**config.mk**
```make
export PLATFORM = sky130hd
export DESIGN_NAME = uart_rx_sample_gen
export DESIGN_NICKNAME = d
export VERILOG_FILES = /design/src/rtl/uart_rx_sample_gen.sv
export SDC_FILE = /design/constraint.sdc
export NUM_CORES = 1
export LEC_CHECK = 0
export CAP_MARGIN = 20
export CELL_PAD_IN_SITES_DETAIL_PLACEMENT = 1
export CELL_PAD_IN_SITES_GLOBAL_PLACEMENT = 2
export CORE_MARGIN = 5
export CORE_UTILIZATION = 35
export CTS_BUF_LIST = sky130_fd_sc_hd__clkbuf_8 sky130_fd_sc_hd__clkbuf_16
export DETAILED_ROUTE_END_ITERATION = 16
export PLACE_DENSITY = 0.82
export SYNTH_ARGS = -nofsm -noshare
export SYNTH_HDL_FRONTEND = slang
export SYNTH_SLANG_ARGS = --single-unit
```
**constraint.sdc**
```tcl
create_clock -name clk -period 6.13 [get_ports clk]
set_clock_uncertainty 0.1 [all_clocks]
set_input_delay 0.613 -clock clk [delete_from_list [all_inputs] [get_ports clk]]
set_output_delay 0.613 -clock clk [all_outputs]
set_load 0.02 [all_outputs]
```
**src/rtl/uart_rx_sample_gen.sv**
```systemverilog
// UART receive bit-clock generator: start-edge detect, mid-bit sample strobes for one frame.
// Optional RECV_MAJORITY_EN: 2-of-3 vote over the last three rx_s samples at each evaluation.
module uart_rx_sample_gen #(
    parameter int CLK_DIV     = 5208,
    parameter int DATA_BITS   = 8,
    parameter int SYNC_STAGES = 2
) (
    input  logic       clk,
    input  logic       rst,
    input  logic       rx,
    input  logic       en,
    output logic       sample,
    output logic       bit_val,
    output logic [3:0] bit_idx,
    output logic       busy,
    output logic       frame_done,
    output logic       frame_err,
    output logic       start_err
);
    localparam int HALF = CLK_DIV / 2;
    localparam logic [15:0] HALF_M1 = 16'(HALF - 1);
    localparam logic [15:0] DIV_M1  = 16'(CLK_DIV - 1);
    localparam logic [3:0]  LAST    = 4'(DATA_BITS - 1);

    typedef enum logic [1:0] {IDLE, START, DATA, STOP} state_t;

    state_t                 state_q;
    logic [15:0]            cnt_q;
    logic [3:0]             bit_cnt_q;
    logic [SYNC_STAGES-1:0] sync_q;
    logic                   rx_s, rx_d_q, rx_eval;
    logic                   sample_q, bit_val_q, busy_q, done_q, ferr_q, serr_q;
    logic [3:0]             bit_idx_q;

    assign rx_s = sync_q[SYNC_STAGES-1];

    // Line idles high, so the synchroniser resets to 1 to avoid a false edge after reset.
    always_ff @(posedge clk) begin
        if (rst) begin
            sync_q <= '1;
            rx_d_q <= 1'b1;
        end else begin
            sync_q <= {sync_q[SYNC_STAGES-2:0], rx};
            rx_d_q <= rx_s;
        end
    end

`ifdef RECV_MAJORITY_EN
    logic rx_dd_q;

    always_ff @(posedge clk) begin
        if (rst) rx_dd_q <= 1'b1;
        else     rx_dd_q <= rx_d_q;
    end

    assign rx_eval = (rx_s & rx_d_q) | (rx_s & rx_dd_q) | (rx_d_q & rx_dd_q);
`else
    assign rx_eval = rx_s;
`endif

    always_ff @(posedge clk) begin
        if (rst) begin
            state_q   <= IDLE;
            cnt_q     <= '0;
            bit_cnt_q <= '0;
            sample_q  <= 1'b0;
            bit_val_q <= 1'b0;
            bit_idx_q <= '0;
            busy_q    <= 1'b0;
            done_q    <= 1'b0;
            ferr_q    <= 1'b0;
            serr_q    <= 1'b0;
        end else begin
            sample_q <= 1'b0;
            done_q   <= 1'b0;
            ferr_q   <= 1'b0;
            serr_q   <= 1'b0;
            if (!en) begin
                // Abort silently; bit_idx keeps its last value.
                state_q <= IDLE;
                cnt_q   <= '0;
                busy_q  <= 1'b0;
            end else begin
                case (state_q)
                    IDLE: begin
                        cnt_q <= '0;
                        if (rx_d_q && !rx_s) begin
                            state_q <= START;
                            busy_q  <= 1'b1;
                        end
                    end
                    START: begin
                        if (cnt_q == HALF_M1) begin
                            cnt_q <= '0;
                            if (!rx_eval) begin
                                state_q   <= DATA;
                                bit_cnt_q <= '0;
                            end else begin
                                state_q <= IDLE;
                                serr_q  <= 1'b1;
                                busy_q  <= 1'b0;
                            end
                        end else begin
                            cnt_q <= cnt_q + 16'd1;
                        end
                    end
                    DATA: begin
                        if (cnt_q == DIV_M1) begin
                            cnt_q     <= '0;
                            sample_q  <= 1'b1;
                            bit_val_q <= rx_eval;
                            bit_idx_q <= bit_cnt_q;
                            if (bit_cnt_q == LAST) state_q <= STOP;
                            else                   bit_cnt_q <= bit_cnt_q + 4'd1;
                        end else begin
                            cnt_q <= cnt_q + 16'd1;
                        end
                    end
                    STOP: begin
                        if (cnt_q == DIV_M1) begin
                            cnt_q   <= '0;
                            done_q  <= 1'b1;
                            ferr_q  <= !rx_eval;
                            busy_q  <= 1'b0;
                            state_q <= IDLE;
                        end else begin
                            cnt_q <= cnt_q + 16'd1;
                        end
                    end
                    default: state_q <= IDLE;
                endcase
            end
        end
    end

    assign sample     = sample_q;
    assign bit_val    = bit_val_q;
    assign bit_idx    = bit_idx_q;
    assign busy       = busy_q;
    assign frame_done = done_q;
    assign frame_err  = ferr_q;
    assign start_err  = serr_q;
endmodule

```
==> run metrics, run 1 <==
TritonCTS clock tree built; mapped cell area ~0.0016 sq mm; hpwl dp around 2600 um; Sinks on Clock Net 35; drt first-iter violations 29; relative slew slack between 60% and 70%; part of the Yosys area used for sequential elements between 40% and 50%; area grow syn2layout 16.7%; Post-CTS Setup Bufs 0; slowest stage cell, crit path or4b_4; CTS clk-pin slew, worst paths ~0.07 ns; first-pass GRT wire length 5820 um; die width between 70 and 80 um; Nets about 190; RePlAce Congestion around 0.75; dominant cells by area after synthesis dfxtp_1 (45%), nor2_1 (6.8%), xor2_1 (5.1%); Crit Path Max Fanout 6; Lkg Pwr 0.620 nW; Max Clock Freq about 0.40 GHz; global routing's busiest layer met2; Antenna Violating Nets Remaining 0; final setup TNS 0 ns; Tot Pwr between 400 and 500 uW; CP required about 6.2 ns; CTS Hold Buffers Added 0; # port buffers 13; drt wl/cell approximately 15 um; IO Pins 14; critical path class reg2reg; Startpoint Class flip-flop; maxcap violations 0; Fillers about 510; final hold violations 0; Synthesis Warnings 0; Critical Path End Type flip-flop; routed vias/inst around 5.2; reg2reg path depth 6; Slew @ Worst Pin 0.592 ns; Finished Core Util 42.0%; num rows 24; syn nets roughly 170; outcome finished, final reports clean; final count of negative-setup-slack endpoints 0; Final period util between 40% and 50%; CTS Buffer Depth 2; Worst Hold Class reg2reg; Hold Slack 0.311 ns; via count around 1.2k; clk_lat worst skew ~0.28 ns; met2 Usage GRT a little over a fifth; initial core utilization 36.0%; PwrDens between 200 and 250 mW/mm^2; Synth area leader dfxtp_1; post-route DRC violation count 0; core area around 0.0043 sq mm; global-route usage over all layers between 10 and 15%; arrival time worst endpoint roughly 2.6 ns; Max VDD drop 0.123 mV; vias in the first global route approximately 1.3k; clock buffer count from CTS 5; initial antenna violation count 0; largest net degree at the start of global routing 17; Yosys reg bits 35; Pins Over Slew Limit 0; RSZ-0062 raised after global routing no; PostCTS Resize Cnt 0; synthesized instance count between 150 and 200; Die Y about 77 um; worst hold stages 1; TritonRoute pass-1 iters 4; crit-path cells ha_1 -> or4b_4 -> nor4_4 -> and3_1 -> mux2i_1 -> nor2_1; Synth cell types 41; clk root buf clkbuf_8; Final min period about 2.5 ns; Max stage delay on crit path 0.51 ns; H-tree depth 2; grt met1 use 13.3%; global route overflow 0; GR Layer Usage met3 under 10%; # diodes 0; top cell type's share of synthesized area roughly 45%; routed wire length between 3000 and 4000 um; Avg Cell Area, Syn around 9.3 sq um; die area a little under 0.006 sq mm; layout cells sized above 1 between 10% and 20%
==> worst paths after layout <==
| check | start | endpoint | slack (ns) |
|---|---|---|---|
| worst max-delay path | cnt_q[0]$_SDFF_PP0_ | bit_idx[1]$_SDFFE_PP0P_ | 3.64 |
| worst min register to register | sync_q[0]$_SDFF_PP1_ | sync_q[1]$_SDFF_PP1_ | 0.31 |
| worst min-delay path | sync_q[0]$_SDFF_PP1_ | sync_q[1]$_SDFF_PP1_ | 0.31 |
| worst max register to register | cnt_q[0]$_SDFF_PP0_ | bit_idx[1]$_SDFFE_PP0P_ | 3.64 |
==> layout make-up <==
class | count | area [sq um] | share of cell area, %
clock buffers | 7 | 96.3 | 5.31
well taps | 52 | 65.1 | 3.58
multi-input cells | 126 | 812 | 44.7
inverters | 2 | 7.51 | 0.414
clock inverters | 1 | 3.75 | 0.207
flip-flops and latches | 35 | 701 | 38.6
repair buffers | 13 | 130 | 7.17
==> cell families after synthesis <==
family,synth area share [%]
and+or+nand+nor,32.3
adders and majority gates,1.61
muxes,4.51
AOI/OAI and AO/OA,5.87
buffers and inverters,2.74
xor gates and xnor gates,7.88
DFF,45.1
==> registers in the layout, summed over array words and instances, names as in the netlist, named ones only <==
register / count
cnt_q: 16
bit_cnt_q: 4
bit_idx: 4
sync_q: 2
bit_val: 1
busy: 1
frame_done: 1
frame_err: 1
rx_d_q: 1
sample: 1
start_err: 1
state_q: 1
==> placed cells by master, fill, tap and decap left out, types with 2 or more instances in the layout <==
master and n:
inv_1 3, a21oi_1 3, nor3_1 4, nor2b_1 4
nand2_2 2, or2_2 4, clkbuf_8 7, or3b_2 2
ha_1 2, xor2_1 9, mux2i_1 7, nand2b_1 5
nand4_1 2, nand3_1 11, xnor2_1 5, o22ai_1 2
clkdlybuf4s50_1 13, o21ai_0 2, nand2_1 11, and3_1 4
dfxtp_1 35, o2bb2ai_1 2, nor2_1 28
==> cells in the mapped netlist (all sizes together) <==
library cell	instances
o2111a	1
or3	1
nor4	2
o21a	1
nand4b	1
or4bb	1
and3b	1
or4b	1
or3b	2
or2	4
xor2	9
nor3b	1
o2bb2ai	2
nand2	13
xnor2	5
dfxtp	35
nand3	12
and3	4
nor3	4
a21oi	3
nor4b	1
ha	2
a31oi	1
mux2i	7
nand4bb	1
o211a	1
nand2b	5
o21ai	2
o22ai	2
inv	2
clkbuf	2
nor2b	4
nor2	28
or4	2
nand4	2
buf	3
==> per-layer routing <==
metal  vias up  wire length [um]
met5         -                 0
met4         0                43
met3         5               132
met2        17              1740
met1       589              1550
li1        610                 -
==> worst max-delay path, delay by kind of cell, from the launching register on <==
| family | cells | cell delay, ns |
|---|---|---|
| AND/OR/NAND/NOR | 4 | 1.36 |
| flip-flops | 1 | 0.39 |
| multiplexers | 1 | 0.26 |
| adder cells (fa/ha/maj) | 1 | 0.24 |
==> report_power, final <==
part	total [mW]	internal, mW	switching [mW]
sequential	0.230	0.228	0.00125
combinational	0.00836	0.00419	0.00417
clock	0.179	0.101	0.0779
==> through the flow <==
| step | worst slack (ns) | instance area, sq um | std cells |
|---|---|---|---|
| floorplan | 3.96 | 1560 | 168 |
| global placement | 3.75 | 1720 | 228 |
| detailed placement | 3.67 | 1720 | 228 |
| CTS | 3.65 | 1820 | 236 |
| global route | 3.49 | 1820 | 236 |
| finish | 3.64 | 1820 | 236 |
Power figures use the tool's default switching activity.
==> run 2, diff against run 1 <==
- CORE_UTILIZATION: 35 -> 31
- PLACE_DENSITY: 0.82 -> 0.77
- clock period: 6.13 -> 2.1 ns (I/O delays scaled with it)
==> run 2 against run 1 <==
Total power grew to 2.9 times the previous value; setup slack worse by 3.6 ns; first-iteration DRC count is 21% higher; final cell count is 14% higher; combinational power grew to 3.3 times the previous value; hold slack better by 0.017 ns; cell area is 12% higher; critical path depth stayed put; flip-flop and latch count stayed put; critical endpoint is now bit_idx[2]$_SDFFE_PP0P_; largest power group unchanged.
==> run metrics, run 2 (synthesized netlist as in run 1, its figures left out) <==
Startpoint Class flip-flop; Max VDD drop about 0.26 mV; drt first-iter violations 35; core area roughly 0.0048 sq mm; first-pass GRT wire length 6340 um; dpl cells approximately 260; RR Endpoint bit_idx[2]$_SDFFE_PP0P_; RePlAce Congestion 0.771; routed vias/inst 4.74; die width between 80 and 90 um; worst hold stages 1; IO Pins 14; largest net degree at the start of global routing 16; commonest non-fill, non-tap cell in the layout dfxtp_1; Final period util a little over nine tenths; clk root buf clkbuf_8; post-route DRC violation count 0; most frequent cells in the layout dfxtp_1 (32), nor2_1 (28), buf_4 (16); num rows 25; routed wire length 3590 um; die area 0.00653 sq mm; Antenna Violating Nets Remaining 0; Worst Hold Class reg2reg; CTS clk-pin slew, worst paths about 0.070 ns; CTS Buffer Depth 2; area grow syn2layout 30.3%; # diodes 0; initial core utilization between 30% and 40%; max reg flops 16; initial antenna violation count 0; H-tree depth 2; Critical Path End Type flip-flop; PwrDens about 600 mW/mm^2; Hold Slack ~0.33 ns; Worst Min Path Start sync_q[0]$_SDFF_PP1_; # port buffers 13; TritonCTS clock tree built; via count 1274; RSZ-0062 raised after global routing yes; Sinks on Clock Net 35; R2R Setup Slk 0.04 ns; Non-Filler Instances ~270; dpl ws -0.0210 ns; critical path class reg2reg; Tot Pwr about 1.2 mW; Crit Path Max Fanout 6; global route overflow 0; hpwl dp ~2700 um; clk_lat worst skew roughly 0.28 ns; final hold violations 0; vias in the first global route between 1k and 1.5k; final count of negative-setup-slack endpoints 0; CP required between 2 and 2.5 ns; final worst setup slack ~0.044 ns; outcome finished, final reports clean; Nets slightly above 200; Slew @ Worst Pin 0.552 ns; Max Clock Freq around 0.49 GHz; layout cells sized above 1 a little under a quarter; TritonRoute pass-1 iters 4; reg2reg start cnt_q[15]$_SDFF_PP0_; clock buffer count from CTS 5; reg2reg path depth 6; Top reg by flops cnt_q; global-route usage over all layers 12.6%; hold endpoint sync_q[1]$_SDFF_PP1_; Pins Over Slew Limit 0; Final min period between 2 and 2.5 ns; final setup TNS 0 ns; Lkg Pwr just over 0.7 nW; CTS Hold Buffers Added 0; drt wl/cell 13.3 um; maxcap violations 0; Die Y between 80 and 90 um; arrival time worst endpoint 2.13 ns; relative slew slack between 60% and 70%
[run 2: through the flow]
step / utilization, % / area [sq um]
after global routing: 42.4 / 2030
after floorplan: - / 1560
after CTS: 42.3 / 2020
after detailed placement: 38.6 / 1850
after global placement: 38.6 / 1850
final: 42.4 / 2030
[run 2: critical path, cell delays in order (launching register included)]
cell and delay, ns:
dfxtp_1 0.32, or4bb_4 0.56, nor4_4 0.37, and3_1 0.23
buf_6 0.13, mux2i_1 0.18, nor2_1 0.05
[run 2: power breakdown]
group	switching (mW)	total, mW	internal, mW
clock	0.232	0.526	0.294
sequential	0.00365	0.670	0.667
combinational	0.0130	0.0274	0.0144
total	0.249	1.22	0.975
[run 2: cell type report]
type	instances	area [sq um]
clock inverters	1	3.75
repair buffers	31	282
inverters	2	7.51
fillers	551	2760
multi-input cells	126	850
clock buffers	7	96.3
flip-flops and latches	35	704
well taps	67	83.8
[run 2: worst max path at each step]
stage	slack (ns)	from	depth (start not counted)	end
global placement	0.04	cnt_q[0]$_SDFF_PP0_	6	bit_cnt_q[2]$_SDFFE_PP0P_
global route	-0.08	cnt_q[10]$_SDFF_PP0_	6	bit_val$_SDFFE_PP0P_
finish	0.04	cnt_q[15]$_SDFF_PP0_	6	bit_idx[2]$_SDFFE_PP0P_
floorplan	0.01	cnt_q[0]$_SDFF_PP0_	6	bit_cnt_q[2]$_SDFFE_PP0P_
CTS	-0.02	cnt_q[0]$_SDFF_PP0_	6	bit_cnt_q[2]$_SDFFE_PP0P_
detailed placement	-0.02	cnt_q[10]$_SDFF_PP0_	6	bit_idx[2]$_SDFFE_PP0P_
[run 2: timing repair]
action                     in CTS  in global routing
setup endpoints to repair      23                 27
gates resized for setup         8                  2
buffers inserted                3                  0
pin swaps                       2                  2
[run 2: metal layers]
layer | share of wire, % | vias up | GRT usage (%) | routed length [um]
met5 | 0 | - | 0 | 0
met4 | 1.4 | 0 | 4.39 | 51
met3 | 2.4 | 5 | 3.66 | 87
met2 | 49 | 12 | 20.4 | 1760
met1 | 47 | 611 | 15.9 | 1690
li1 | - | 646 | - | -
==> run 3, diff against run 2 <==
- CORE_UTILIZATION: 31 -> 33
- CTS_BUF_LIST: sky130_fd_sc_hd__clkbuf_8 sky130_fd_sc_hd__clkbuf_16 -> sky130_fd_sc_hd__clkbuf_2 sky130_fd_sc_hd__clkbuf_4 sky130_fd_sc_hd__clkbuf_8
- PLACE_DENSITY: 0.77 -> not set
- PLACE_DENSITY_LB_ADDON: not set -> 0.1
==> run 3 against run 2 <==
Sequential share of layout area is 0.49 points lower; setup slack worse by 0.012 ns; sequential power hardly changed; critical endpoint is now bit_cnt_q[2]$_SDFFE_PP0P_; total power is 2.0% higher; global-route usage is 0.80 points higher; wire length is 4.6% higher; combinational power is 5% higher; hold slack worse by 0.00095 ns; non-clock buffer count is 7 higher; first-iteration DRC count is 23% lower; die area is 5.3% lower.
==> run metrics, run 3 (synthesized netlist as in run 1, its figures left out) <==
outcome finished, final reports clean; H-tree depth 2; TritonRoute pass-1 iters 4; worst hold stages 1; Flop pwr share roughly 54%; Pins Over Slew Limit 0; global-route usage over all layers ~13%; Combinational Power Share between 2 and 2.5%; CP most frequent cell or4_4; # diodes 0; most frequent cells in the layout dfxtp_1 (29), nor2_1 (28), buf_4 (22); Switch Pwr 254 uW; routed vias/inst between 4 and 5; Worst Min Path Start sync_q[0]$_SDFF_PP1_; Critical Path End Type flip-flop; clock buffer count from CTS 5; Max stage delay on crit path between 0.5 and 0.6 ns; initial core utilization about a third; reg2reg path depth 6; # port buffers 13; final count of negative-setup-slack endpoints 0; largest net degree at the start of global routing 16; final hold violations 0; clk root buf clkbuf_8; Slew @ Worst Pin between 0.4 and 0.5 ns; crit-path cells buf_6 -> or4_4 -> or4_4 -> nand3_4 -> o211a_1 -> o22ai_1; Sinks on Clock Net 35; Antenna Violating Nets Remaining 0; first-pass GRT wire length between 6000 and 7000 um; Top reg by flops cnt_q; commonest non-fill, non-tap cell in the layout dfxtp_1; Final period util between 90% and 100%; RePlAce Congestion about 0.77; hpwl dp 2710 um; IO Pins 14; die width 78.7 um; Max Clock Freq between 0.4 and 0.5 GHz; Crit Path Max Fanout 5; RSZ-0062 raised after global routing yes; relative slew slack about 70%; core area 0.00466 sq mm; PwrDens 604 mW/mm^2; Max VDD drop about 0.20 mV; arrival time worst endpoint between 2 and 2.5 ns; Finished Core Util 44.3%; CP required 2.18 ns; RR Endpoint bit_cnt_q[2]$_SDFFE_PP0P_; Die Y 78.7 um; clock network fraction of design power 44.0%; hold endpoint sync_q[1]$_SDFF_PP1_; num rows 25; max reg flops 16; die area between 0.006 and 0.007 sq mm; routed wire length 3750 um; TritonCTS clock tree built; Final min period ~2.1 ns; R2R Setup Slk around 0.033 ns; Lkg Pwr between 0.7 and 0.8 nW; vias in the first global route about 1.3k; drt first-iter violations 27; Internal roughly 990 uW; final setup TNS 0 ns; post-route DRC violation count 0; maxcap violations 0; slowest stage cell, crit path or4_4; reg2reg start cnt_q[10]$_SDFF_PP0_; CTS Buffer Depth 2; via count 1302; Startpoint Class flip-flop; CTS clk-pin slew, worst paths about 0.070 ns; clk_lat worst skew ~0.28 ns; drt wl/cell between 10 and 15 um; CTS Hold Buffers Added 0; Worst Hold Class reg2reg; Nets between 200 and 250; layout cells sized above 1 a little over a quarter; Tot Pwr around 1.2 mW; global route overflow 0; critical path class reg2reg; area grow syn2layout 32.9%; sw frac slightly above 20%; initial antenna violation count 0
==> run 3: power by group through the flow <==
stage | clock [mW] | combinational [mW] | sequential, mW
after floorplan | 0 | 0.0160 | 0.683
after global placement | 0 | 0.0289 | 0.685
after detailed placement | 0 | 0.0293 | 0.686
after CTS | 0.583 | 0.0295 | 0.670
after global routing | 0.609 | 0.0320 | 0.671
final | 0.549 | 0.0289 | 0.671
==> run 3: per-layer routing <==
layer	up-vias	track usage [%]	wire, um
li1	658	-	-
met1	621	17.4	1900
met2	16	20.4	1660
met3	7	4.13	121
met4	0	5.77	63
met5	-	0	0
==> run 3: final cells by class <==
cell class                 count  area, sq um
clock buffer                   8          104
fill                         543         2590
inverter                       2         7.51
multi-input combinational    126          842
sequential                    35          708
tap                           54         67.6
timing repair buffer          38          338
==> run 3: worst max-delay path: cells and delay by family, from the launching register on <==
| family | cells | cell delay [ns] |
|---|---|---|
| and+or+nand+nor | 3 | 1.21 |
| DFF | 1 | 0.33 |
| AOI/OAI and AO/OA | 2 | 0.23 |
| buffers and inverters | 1 | 0.11 |
==> run 3: what timing repair did <==
action / 4_1_cts / 5_1_grt
pin swaps: 7 / 4
resized for setup: 7 / 5
setup buffers: 1 / 5
endpoints found under the setup margin: 9 / 26
cloned: 0 / 0
==> run 3: stage by stage <==
step           cells  hold WS (ns)  setup WS (ns)  area [sq um]
3_3_place_gp     249         0.295        -0.0145          1880
5_1_grt          263         0.372        -0.0288          2070
3_5_place_dp     249         0.318        -0.0510          1880
6_report         263         0.327         0.0326          2070
2_1_floorplan    168         0.214        0.00976          1560
4_1_cts          258         0.335       0.000113          2020
==> run 3: worst max-delay path by stage <==
stage	start	end	slack (ns)	cells after the start
5_1_grt	cnt_q[10]$_SDFF_PP0_	bit_cnt_q[2]$_SDFFE_PP0P_	-0.03	6
2_1_floorplan	cnt_q[0]$_SDFF_PP0_	bit_cnt_q[2]$_SDFFE_PP0P_	0.01	6
4_1_cts	cnt_q[14]$_SDFF_PP0_	bit_cnt_q[2]$_SDFFE_PP0P_	0.0001	6
6_report	cnt_q[10]$_SDFF_PP0_	bit_cnt_q[2]$_SDFFE_PP0P_	0.03	6
3_5_place_dp	cnt_q[0]$_SDFF_PP0_	bit_cnt_q[2]$_SDFFE_PP0P_	-0.05	6
3_3_place_gp	cnt_q[0]$_SDFF_PP0_	bit_cnt_q[2]$_SDFFE_PP0P_	-0.01	6
